--- src/rtl/ram_word_hex_uart.sv ---
// Prints each accepted 16-bit word as four uppercase ASCII hex characters
// (optionally followed by CR LF) on a UART 8N1 transmit line.
module ram_word_hex_uart #(
  parameter int CLKS_PER_BIT = 434,
  parameter bit APPEND_CRLF  = 1'b1
) (
  input  logic        clk,
  input  logic        reset,
  input  logic [15:0] word_in,
  input  logic        word_valid,
  output logic        word_ready,
  output logic        uart_TX,
  output logic        busy,
  output logic        tx_done
);

  localparam int NCHARS = APPEND_CRLF ? 6 : 4;
  localparam int BW     = $clog2(CLKS_PER_BIT);
  localparam int CW     = $clog2(NCHARS);
  localparam logic [BW-1:0] BAUD_LAST = BW'(CLKS_PER_BIT - 1);
  localparam logic [CW-1:0] CHAR_LAST = CW'(NCHARS - 1);

  typedef enum logic [1:0] {IDLE, START, DATA, STOP} state_t;

  state_t        state;
  logic [BW-1:0] baud_cnt;
  logic [2:0]    bit_idx;
  logic [CW-1:0] char_idx;
  logic [15:0]   word_q;
  logic [3:0]    nibble;
  logic [7:0]    cur_char;

  function automatic logic [7:0] hex_ascii(input logic [3:0] n);
    return (n < 4'd10) ? (8'h30 + {4'h0, n}) : (8'h37 + {4'h0, n});
  endfunction

  // Character currently on the line, selected from the held word by char_idx.
  always_comb begin
    nibble   = 4'h0;
    cur_char = 8'h0D;
    case (char_idx)
      CW'(0):  nibble = word_q[15:12];
      CW'(1):  nibble = word_q[11:8];
      CW'(2):  nibble = word_q[7:4];
      CW'(3):  nibble = word_q[3:0];
      default: nibble = 4'h0;
    endcase
    if (int'(char_idx) < 4)       cur_char = hex_ascii(nibble);
    else if (int'(char_idx) == 4) cur_char = 8'h0D;
    else                          cur_char = 8'h0A;
  end

  // Handshake: a word transfers on a rising edge where word_valid && word_ready;
  // word_ready is high only in IDLE outside reset, and valid while busy is dropped.
  assign word_ready = (state == IDLE) && !reset;

  always_ff @(posedge clk) begin
    if (reset) begin
      state    <= IDLE;
      uart_TX  <= 1'b1;
      busy     <= 1'b0;
      tx_done  <= 1'b0;
      baud_cnt <= '0;
      bit_idx  <= '0;
      char_idx <= '0;
      word_q   <= '0;
    end else begin
      tx_done <= 1'b0;
      case (state)
        IDLE: begin
          if (word_valid && word_ready) begin
            word_q   <= word_in;
            state    <= START;
            uart_TX  <= 1'b0;
            busy     <= 1'b1;
            baud_cnt <= '0;
            bit_idx  <= '0;
            char_idx <= '0;
          end
        end
        START: begin
          if (baud_cnt == BAUD_LAST) begin
            baud_cnt <= '0;
            bit_idx  <= '0;
            state    <= DATA;
            uart_TX  <= cur_char[0];
          end else begin
            baud_cnt <= baud_cnt + 1'b1;
          end
        end
        DATA: begin
          if (baud_cnt == BAUD_LAST) begin
            baud_cnt <= '0;
            if (bit_idx == 3'd7) begin
              state   <= STOP;
              uart_TX <= 1'b1;
            end else begin
              bit_idx <= bit_idx + 3'd1;
              uart_TX <= cur_char[bit_idx + 3'd1];
            end
          end else begin
            baud_cnt <= baud_cnt + 1'b1;
          end
        end
        STOP: begin
          if (baud_cnt == BAUD_LAST) begin
            baud_cnt <= '0;
            if (char_idx == CHAR_LAST) begin
              state    <= IDLE;
              busy     <= 1'b0;
              tx_done  <= 1'b1;
              char_idx <= '0;
            end else begin
              char_idx <= char_idx + 1'b1;
              state    <= START;
              uart_TX  <= 1'b0;
            end
          end else begin
            baud_cnt <= baud_cnt + 1'b1;
          end
        end
        default: state <= IDLE;
      endcase
    end
  end

endmodule

--- config.mk ---
export PLATFORM = sky130hd
export DESIGN_NAME = ram_word_hex_uart
export DESIGN_NICKNAME = d
export VERILOG_FILES = /design/src/rtl/ram_word_hex_uart.sv
export SDC_FILE = /design/constraint.sdc
export NUM_CORES = 1
export LEC_CHECK = 0
export CELL_PAD_IN_SITES_DETAIL_PLACEMENT = 1
export CELL_PAD_IN_SITES_GLOBAL_PLACEMENT = 1
export CORE_ASPECT_RATIO = 1.2
export CORE_MARGIN = 3
export CORE_UTILIZATION = 42
export DETAILED_ROUTE_END_ITERATION = 12
export PLACE_DENSITY_LB_ADDON = 0.1
export SLEW_MARGIN = 20
export SYNTH_ARGS = -nofsm -noshare
export SYNTH_HDL_FRONTEND = slang
export SYNTH_SLANG_ARGS = --single-unit
--- constraint.sdc ---
create_clock -name clk -period 3.4 [get_ports clk]
set_input_delay 0.68 -clock clk [delete_from_list [all_inputs] [get_ports clk]]
set_output_delay 0.68 -clock clk [all_outputs]
set_load 0.005 [all_outputs]
==> summary.md, run 1 <==
| Metric | Value |
|---|---|
| Power per Cell Area | `535 nW/um^2` |
| Post-synthesis cell count | `250` |
| PortBufs | `22` |
| Yosys cell types | `54` |
| Vias per std cell | `5.57` |
| Worst setup EP type | `register` |
| Nets | `299` |
| CTS clk-pin slew, worst paths | `0.07 ns` |
| Die W | `70.1 um` |
| Synth top area share | `34.8%` |
| Unrepaired setup endpoints after global routing | `no` |
| GRT overflow | `0` |
| Max Cap Violations | `0` |
| Buffers & Inverters on Critical Path | `1` |
| Leading cell type in the layout, fill and taps excluded | `nand2_1` |
| Fmax | `354 MHz` |
| First-pass GRT wire length | `8800 um` |
| DRT antenna net count | `0` |
| Max VDD drop | `0.263 mV` |
| Post-synth EDFFs | `0` |
| Worst endpoint required time | `3.62 ns` |
| Sink Count | `36` |
| CP Class | `register to register` |
| FF+latch count, synth | `36` |
| Root Buffer | `clkbuf_8` |
| Synthesized area per cell | `8.28 um^2` |
| Post-DP HPWL | `3690 um` |
| Number of hold buffers added after CTS | `0` |
| Startpoint Class | `register` |
| Final instance area | `2410 um^2` |
| # diodes | `0` |
| Die area | `5810 um^2` |
| Antenna violations before repair | `0` |
| GPL Wtd Cong | `0.792` |
| Synth-to-Final Area Change | `16.4%` |
| CP max-delay cell | `dfxtp_1` |
| Fin crit period | `2.82 ns` |
| DRT Wirelength | `4930 um` |
| Crit path arrival time | `3.04 ns` |
| Post-route DRC | `0` |
| Synth area leader | `dfxtp_1` |
| P_sw | `441 uW` |
| Synth Cell Area | `2070 um^2` |
| Yosys warns | `0` |
| Share of layout cells above drive strength 1 | `8.89%` |
| Max-slew violation count | `0` |
| Final Hold Viols | `0` |
| Cell Chain, Critical Path | `clkinv_1, ha_1, and2_1, a221o_1, or4b_1, a31oi_1, o311ai_1, a41oi_1` |
| Outcome | `finished clean` |
| Worst path top cell family by delay | `compound AO/OA/AOI/OAI gates` |
| Post-synth top flop | `dfxtp_1` |
| Synth area leaders | `dfxtp_1, nand2_1, nand3b_1` |
| Wire per inst | `15.0 um` |
| Most frequent cells in the layout | `nand2_1, dfxtp_1, nor2_1` |
| Power Internal | `846 uW` |
| CTS tree | `done` |
| Relative max-transition margin | `55.0%` |
| Setup Fix Bufs, Post-CTS | `0` |
| CTS max path bufs | `2` |
| Sequential fraction of the synthesis area | `34.8%` |
| Pin count of the biggest net entering global routing | `33` |
| Sw frac | `34.3%` |
| Pleak | `0.000958 uW` |
| Dpl cell area | `2310 um^2` |
| Combinational share of power | `33.3%` |
| Worst Skew | `0.00551 ns` |
| Async SR Flop Fraction | `0%` |
| Die Span Y | `82.9 um` |
| H-tree level count | `2` |
| Starting DRT DRC Count | `61` |
| Resized cells post-CTS | `0` |
| Reg power frac | `41.0%` |
| Post-route setup TNS | `0 ns` |
| Post-Syn Nets | `279` |
| Vias in the first global route | `1868` |
| DR vias | `1828` |
| Num CTS Buffers | `5` |
| Core area | `4660 um^2` |
| Final worst path period share | `83.0%` |
| Number of top-level pins | `23` |
| Power share of the clock group | `25.6%` |
| Setup-failing EPs final | `0` |
| Worst skew pair latency | `0.29 ns` |
| Std cell rows | `27` |
| Hold WC Path Type | `register to register` |
| Starting density of the core | `44.4%` |
| Least-Margin Pin Slew | `0.671 ns` |
| Slowest stage delay, CP | `0.59 ns` |
| Global-route usage over all layers | `18.4%` |
| Crit-path max FO | `13` |
| DR pass1 iterations | `4` |
==> kinds of logic (layout without fill, tap and decap cells) <==
logic type      count (synthesis)  after routing  share of synthesized area (%)
xor+xnor                        7              7                           2.96
mux                             9              9                           5.02
buf+inv                        19             39                           4.72
flops                          36             36                           34.8
fa+ha+maj                      10             10                           6.05
compound gates                 40             40                           13.6
simple gates                  129            129                           32.8
==> power by group through the flow <==
| stage | clock network, uW | logic (uW) | registers [uW] |
|---|---|---|---|
| after floorplan | 0 | 302 | 522 |
| after global placement | 0 | 422 | 537 |
| after detailed placement | 0 | 432 | 538 |
| after CTS | 339 | 433 | 529 |
| after global routing | 360 | 477 | 538 |
| final | 330 | 429 | 528 |
==> registers in the layout, indices dropped and copies added (netlist names) <==
| signal | flops |
|---|---|
| state | 2 |
| tx_done | 1 |
| word_q | 16 |
| uart_TX | 1 |
| busy | 1 |
| baud_cnt | 9 |
| char_idx | 3 |
| bit_idx | 3 |
==> through the flow <==
| stage | setup WS [ns] | power (uW) | util, % | hold slack (ns) | std cells |
|---|---|---|---|---|---|
| global route | 0.279 | 1380 | 51.7 | 0.498 | 328 |
| global placement | 0.670 | 959 | 49.5 | 0.446 | 321 |
| detailed placement | 0.582 | 970 | 49.5 | 0.463 | 321 |
| CTS | 0.564 | 1300 | 51.6 | 0.474 | 328 |
| floorplan | 0.991 | 823 | - | 0.436 | 250 |
| finish | 0.577 | 1290 | 51.7 | 0.475 | 328 |
==> area by class of cell <==
cell class / instances / area [um^2]
Timing Repair Buffer: 24 / 235
Clock buffer: 7 / 96.3
Tap cell: 58 / 72.6
Inverter: 8 / 30.0
Multi-Input combinational cell: 195 / 1250
Fill cell: 593 / 2250
Sequential cell: 36 / 721
==> Yosys cell counts (all sizes together) (4+ instances only) <==
cell type	instances
ha	10
nand3	4
nand3b	19
o21ai	8
nand2	46
xor2	5
nor2	26
clkbuf	8
a21oi	13
dfxtp	36
mux2	5
inv	7
mux2i	4
and2	6
==> worst register-to-register path: stages (launching register included) <==
cell and delay (ns):
dfxtp_1 0.59, clkinv_1 0.32, ha_1 0.36, and2_1 0.19, a221o_1 0.32, or4b_1 0.48
a31oi_1 0.18, o311ai_1 0.12, a41oi_1 0.20
==> final timing paths <==
check | slack (ns) | cells past startpoint | to | start
setup / recovery | 0.58 | 8 | uart_TX | char_idx[2]
hold / removal | 0.47 | 2 | bit_idx[1] | bit_idx[1]
setup reg to reg | 0.58 | 8 | uart_TX | char_idx[2]
hold reg to reg | 0.47 | 2 | bit_idx[1] | bit_idx[1]
==> layer usage <==
metal / wire [um] / share of wire, % / global-route usage [%]
met1: 2070 / 42 / 20.1
met2: 2590 / 52 / 33.4
met3: 143 / 2.9 / 4.00
met4: 132 / 2.7 / 8.01
met5: 0 / 0 / 0
Note: power is estimated with default switching activity, not from simulation.
==> run 2: changes to the inputs <==
--- a/config.mk
+++ b/config.mk
@@ -9,7 +9,7 @@
 export CELL_PAD_IN_SITES_GLOBAL_PLACEMENT = 1
 export CORE_ASPECT_RATIO = 1.2
 export CORE_MARGIN = 3
-export CORE_UTILIZATION = 42
+export CORE_UTILIZATION = 38
 export DETAILED_ROUTE_END_ITERATION = 12
 export PLACE_DENSITY_LB_ADDON = 0.1
 export SLEW_MARGIN = 20
==> constraint.sdc (replaced) <==
create_clock -name clk -period 2.4 [get_ports clk]
set_input_delay 0.48 -clock clk [delete_from_list [all_inputs] [get_ports clk]]
set_output_delay 0.48 -clock clk [all_outputs]
set_load 0.005 [all_outputs]
==> summary.md, run 2 (same netlist as run 1, synthesis figures left out) <==
| Metric | Value |
|---|---|
| Worst endpoint required time | `1.92 ns (-1.70 ns)` |
| Least-Margin Pin Slew | `0.640 ns (-0.0317 ns)` |
| Vias per std cell | `5.38 (-3.5%)` |
| Pin count of the biggest net entering global routing | `34 (+3.0%)` |
| Starting density of the core | `40.7% (-3.7 points)` |
| Std cell rows | `28 (+3.7%)` |
| GRT overflow | `0 (unchanged)` |
| PortBufs | `22 (unchanged)` |
| Reg2reg end | `uart_TX` |
| Outcome | `finished clean` |
| Sink Count | `36 (unchanged)` |
| Die area | `6370 um^2 (+9.7%)` |
| H-tree level count | `2 (unchanged)` |
| Nets | `307 (+2.7%)` |
| Number of top-level pins | `23 (unchanged)` |
| Starting DRT DRC Count | `59 (-3.3%)` |
| Post-route DRC | `0 (unchanged)` |
| Biggest regs | `word_q: 16 flops, baud_cnt: 9 flops` |
| Core Util, Final | `49.6% (-2.1 points)` |
| Vias in the first global route | `1859 (-0.48%)` |
| Max VDD drop | `0.312 mV (+19%)` |
| Fin crit period | `2.27 ns` |
| DRT Wirelength | `4870 um (-1.3%)` |
| Hold path depth | `2 (unchanged)` |
| Max Cap Violations | `0 (unchanged)` |
| Most frequent cells in the layout | `nand2_1, dfxtp_1, nor2_1` |
| Wire per inst | `14.4 um (-4.5%)` |
| Worst path top cell family by delay | `buffers and inverters` |
| Worst Skew | `0.00831 ns (+0.00280 ns)` |
| CP max-delay cell | `clkdlybuf4s50_1` |
| CTS max path bufs | `2 (unchanged)` |
| Most flop-heavy register | `word_q` |
| Relative max-transition margin | `57.3% (+2.3 points)` |
| Root Buffer | `clkbuf_8` |
| Max-slew violation count | `0 (unchanged)` |
| Crit path arrival time | `1.79 ns (-1.25 ns)` |
| GPL Wtd Cong | `0.748 (-5.5%)` |
| Reg-to-reg slack, setup | `0.17 ns (-0.41 ns)` |
| Combinational share of power | `33.2% (about the same)` |
| DRT antenna net count | `0 (unchanged)` |
| Sw frac | `32.9% (-1.3 points)` |
| Worst setup EP type | `output port` |
| Hold Path Origin | `bit_idx[1]` |
| Setup-failing EPs final | `0 (unchanged)` |
| Die Span Y | `86.8 um (+4.8%)` |
| Power Internal | `1290 uW (+52%)` |
| Reg2Reg Depth | `8 (unchanged)` |
| Post-route setup TNS | `0 ns (unchanged)` |
| Slowest stage delay, CP | `0.50 ns (-0.09 ns)` |
| Power per Cell Area | `762 nW/um^2 (+43%)` |
| Final worst path period share | `94.4%` |
| Buffers & Inverters on Critical Path | `3 (+2)` |
| Final setup margin | `0.133 ns (-0.444 ns)` |
| Startpoint Class | `register` |
| Worst hold path endpoint | `bit_idx[1]` |
| Num CTS Buffers | `5 (unchanged)` |
| Final Hold Viols | `0 (unchanged)` |
| Fmax | `441 MHz` |
| Setup WS pre-CTS | `0.0557 ns (-0.527 ns)` |
| Worst skew pair latency | `0.29 ns (about the same)` |
| # diodes | `0 (unchanged)` |
| Pleak | `0.00101 uW (+5.4%)` |
| CTS clk-pin slew, worst paths | `0.08 ns (about the same)` |
| Synth-to-Final Area Change | `21.6%` |
| CP Class | `register to output port` |
| Global-route usage over all layers | `17.0% (-1.4 points)` |
| Reg-to-reg startpoint | `char_idx[1]` |
| Share of layout cells above drive strength 1 | `12.9% (+4.0 points)` |
| CTS tree | `done` |
| Most common cell type on the critical path | `inv_1` |
| Reg power frac | `39.2% (-1.8 points)` |
| First-pass GRT wire length | `8620 um (-2.0%)` |
| DR pass1 iterations | `4 (unchanged)` |
| Hold WC Path Type | `register to register` |
| Antenna violations before repair | `0 (unchanged)` |
| Post-DP HPWL | `3640 um (-1.5%)` |
| Power share of the clock group | `27.7% (+2.1 points)` |
| Die W | `73.4 um (+4.7%)` |
| DR vias | `1823 (-0.27%)` |
| Crit-path max FO | `8 (-5)` |
| Cell Chain, Critical Path | `inv_1, ha_2, inv_1, nor2_1, clkdlybuf4s50_1` |
| Max reg flops | `16 (unchanged)` |
| Core area | `5080 um^2 (+9.0%)` |
| Leading cell type in the layout, fill and taps excluded | `nand2_1` |
| P_sw | `632 uW (+43%)` |
==> run 2: cell count changes in the layout (fill, tap and decap cells not counted), sizes merged <==
cell / previous run / this run
buf: 2 / 10
bufinv: 0 / 1
clkbuf: 7 / 6
clkinv: 1 / 2
==> run 2: cell type report <==
class | instances | area [um^2]
fill | 644 | 2560
multi-input combinational | 195 | 1270
sequential | 36 | 722
timing repair buffer | 32 | 308
tap | 60 | 75.1
clock buffer | 6 | 72.6
clock inverter | 2 | 35.0
inverter | 8 | 30.0
==> run 2: stage by stage <==
stage | hold WS [ns] | cell area (um^2) | cells | power, uW
6_report | 0.464 | 2520 | 339 | 1920
5_1_grt | 0.514 | 2520 | 339 | 2080
4_1_cts | 0.474 | 2490 | 338 | 1930
3_5_place_dp | 0.463 | 2380 | 330 | 1390
3_3_place_gp | 0.452 | 2380 | 330 | 1390
2_1_floorplan | 0.436 | 2070 | 250 | 1170
==> run 2: power groups by stage <==
stage	combinational, uW	clock, uW	sequential [uW]
2_1_floorplan	427	0	739
3_5_place_dp	629	0	765
6_report	636	531	751
5_1_grt	733	580	763
4_1_cts	636	547	752
3_3_place_gp	625	0	763
==> run 2: worst max path at each step <==
stage	startpoint	endpoint	depth (start not counted)
2_1_floorplan	char_idx[2]	uart_TX	9
4_1_cts	state[1]	word_ready	5
6_report	state[1]	word_ready	5
3_5_place_dp	char_idx[1]	uart_TX	7
3_3_place_gp	reset	char_idx[0]	8
5_1_grt	state[1]	word_ready	5
==> run 2: tightest hold or removal path, cell delays in order (launching register included) <==
cell     delay (ns)
dfxtp_1        0.32
nand2_1        0.05
a21oi_1        0.05
==> run 2: per-layer routing <==
layer | routed length, um | GRT usage, % | share of wire (%)
met1 | 2230 | 21.9 | 46
met2 | 2410 | 28.3 | 50
met3 | 166 | 3.71 | 3.4
met4 | 58 | 4.78 | 1.2
met5 | 0 | 0 | 0
==> run 2: repair_timing <==
item                                    in CTS  in global routing
endpoints found under the setup margin       0                  2
hold buffers                                 0                  0
hold endpoints to repair                     0                  0
buffers inserted                             0                  1
resized for setup                            0                  4
==> run 3: changes to the inputs <==
--- a/config.mk
+++ b/config.mk
@@ -10,9 +10,9 @@
 export CORE_ASPECT_RATIO = 1.2
 export CORE_MARGIN = 3
 export CORE_UTILIZATION = 38
+export CTS_CLUSTER_DIAMETER = 200
 export DETAILED_ROUTE_END_ITERATION = 12
 export PLACE_DENSITY_LB_ADDON = 0.1
-export SLEW_MARGIN = 20
 export SYNTH_ARGS = -nofsm -noshare
 export SYNTH_HDL_FRONTEND = slang
 export SYNTH_SLANG_ARGS = --single-unit
==> summary.md, run 3 (same netlist as run 1, synthesis figures left out) <==
| Metric | Value |
|---|---|
| Hold WC Path Type | `register to register` |
| Startpoint Class | `register` |
| Power Internal | `1290 uW (about the same)` |
| CTS tree | `done` |
| Hold path depth | `2 (unchanged)` |
| DR vias | `1825 (+0.11%)` |
| Most common cell type on the critical path | `inv_1` |
| # diodes | `0 (unchanged)` |
| Std cell rows | `28 (unchanged)` |
| Die W | `73.4 um (unchanged)` |
| Die area | `6370 um^2 (unchanged)` |
| Root Buffer | `clkbuf_8` |
| Worst skew pair latency | `0.29 ns (about the same)` |
| Crit-path max FO | `8 (unchanged)` |
| Reg2reg end | `uart_TX` |
| Most flop-heavy register | `word_q` |
| Vias per std cell | `5.38 (+0.11%)` |
| Reg2Reg Depth | `8 (unchanged)` |
| Fillers | `645 (+0.16%)` |
| Nets | `307 (unchanged)` |
| Worst endpoint required time | `1.92 ns (about the same)` |
| Cell Chain, Critical Path | `inv_1, ha_2, inv_1, nor2_1, clkdlybuf4s50_1` |
| Worst Hold Slack | `0.464 ns (unchanged)` |
| Fin crit period | `2.27 ns (+0.0000230 ns)` |
| Pleak | `0.00101 uW (about the same)` |
| Max reg flops | `16 (unchanged)` |
| Vias in the first global route | `1859 (unchanged)` |
| Setup WS pre-CTS | `0.0557 ns (unchanged)` |
| GRT overflow | `0 (unchanged)` |
| Final worst path period share | `94.4% (about the same)` |
| Reg-to-reg startpoint | `char_idx[1]` |
| Least-Margin Pin Slew | `1.02 ns (+0.378 ns)` |
| Worst setup EP type | `output port` |
| Placed cells | `330 (unchanged)` |
| Num CTS Buffers | `5 (unchanged)` |
| DR pass1 iterations | `4 (unchanged)` |
| Post-route DRC | `0 (unchanged)` |
| GPL Wtd Cong | `0.748 (unchanged)` |
| Reg power frac | `39.2% (about the same)` |
| Max-slew violation count | `0 (unchanged)` |
| Number of top-level pins | `23 (unchanged)` |
| Most frequent cells in the layout | `nand2_1, dfxtp_1, nor2_1` |
| Max VDD drop | `0.312 mV (about the same)` |
| Wire per inst | `14.4 um (+0.10%)` |
| First-pass GRT wire length | `8620 um (unchanged)` |
| Starting DRT DRC Count | `59 (unchanged)` |
| Worst hold path endpoint | `bit_idx[1]` |
| CP max-delay cell | `clkdlybuf4s50_1` |
| Power per Cell Area | `762 nW/um^2 (about the same)` |
| Multi-input gate area | `1270 um^2 (-0.20%)` |
| Final setup margin | `0.133 ns (-0.0000230 ns)` |
| Crit path arrival time | `1.79 ns (about the same)` |
| Max Cap Violations | `0 (unchanged)` |
| Global-route usage over all layers | `17.0% (unchanged)` |
| Hold Path Origin | `bit_idx[1]` |
| Synth-to-Final Area Change | `21.5% (about the same)` |
| Number of hold buffers added after CTS | `0 (unchanged)` |
| Outcome | `finished clean` |
| Share of layout cells above drive strength 1 | `12.5% (-0.36 points)` |
| Relative max-transition margin | `31.9% (-25 points)` |
| CTS clk-pin slew, worst paths | `0.08 ns (about the same)` |
| Worst Skew | `0.00831 ns (+0.0000000200 ns)` |
| Register area | `722 um^2 (unchanged)` |
| H-tree level count | `2 (unchanged)` |
| Fmax | `441 MHz (about the same)` |
| Reg-to-reg slack, setup | `0.17 ns (about the same)` |
| DRT antenna net count | `0 (unchanged)` |
| Final Hold Viols | `0 (unchanged)` |
| Overall power | `1920 uW (about the same)` |
| Core Util, Final | `49.5% (about the same)` |
| Sink Count | `36 (unchanged)` |
| Pin count of the biggest net entering global routing | `34 (unchanged)` |
| Post-DP HPWL | `3640 um (unchanged)` |
| Setup-failing EPs final | `0 (unchanged)` |
| CP Class | `register to output port` |
| PortBufs | `22 (unchanged)` |
| Combinational share of power | `33.1% (about the same)` |
| Leading cell type in the layout, fill and taps excluded | `nand2_1` |
| Core area | `5080 um^2 (unchanged)` |
| P_sw | `631 uW (-0.18%)` |
| Die Span Y | `86.8 um (unchanged)` |
| Non-filler cells, final | `339 (unchanged)` |
| Biggest regs | `word_q: 16 flops, baud_cnt: 9 flops` |
| Slowest stage delay, CP | `0.50 ns (about the same)` |
| Antenna violations before repair | `0 (unchanged)` |
| DRT Wirelength | `4880 um (+0.10%)` |
| Power share of the clock group | `27.7% (about the same)` |
| Starting density of the core | `40.7% (unchanged)` |
| CTS max path bufs | `2 (unchanged)` |
| Sw frac | `32.9% (-0.035 points)` |
[run 3: layout make-up]
class	instances	share of cell area [%]
tap	60	2.99
inverter	8	1.19
clock inverter	2	1.39
sequential	36	28.7
multi-input combinational	195	50.6
clock buffer	6	2.89
timing repair buffer	32	12.2
[run 3: repair_timing]
| action | CTS | global route |
|---|---|---|
| setup endpoints to repair | 0 | 2 |
| gates resized for setup | 0 | 4 |
| buffers inserted | 0 | 1 |
[run 3: metrics by stage]
step / area [um^2] / TNS, ns
global route: 2510 / -0.0000515
floorplan: 2070 / 0
global placement: 2380 / 0
detailed placement: 2380 / 0
finish: 2510 / 0
CTS: 2490 / 0
[run 3: critical path, delay by kind of cell (launching register included)]
kind	cells	cell delay, ns
fa+ha+maj	1	0.29
flops	1	0.35
simple gates	1	0.11
buf+inv	3	0.75
[run 3: metal layers]
metal / up-vias / share of wire [%] / track usage, %
met5: - / 0 / 0
met4: 0 / 1.2 / 4.78
met3: 5 / 3.5 / 3.71
met2: 28 / 50 / 28.3
met1: 859 / 46 / 21.9
li1: 933 / - / -
[run 3: worst max path at each step]
stage	startpoint	endpoint	cells after the start
finish	state[1]	word_ready	5
global route	state[1]	word_ready	5
CTS	state[1]	word_ready	5
detailed placement	char_idx[1]	uart_TX	7
global placement	reset	char_idx[0]	8
floorplan	char_idx[2]	uart_TX	9
[run 3: power by group through the flow]
stage / sequential [uW] / combinational [uW] / clock, uW
after floorplan: 739 / 427 / 0
after global placement: 763 / 625 / 0
after detailed placement: 765 / 629 / 0
after CTS: 752 / 636 / 547
after global routing: 763 / 732 / 580
final: 751 / 635 / 531
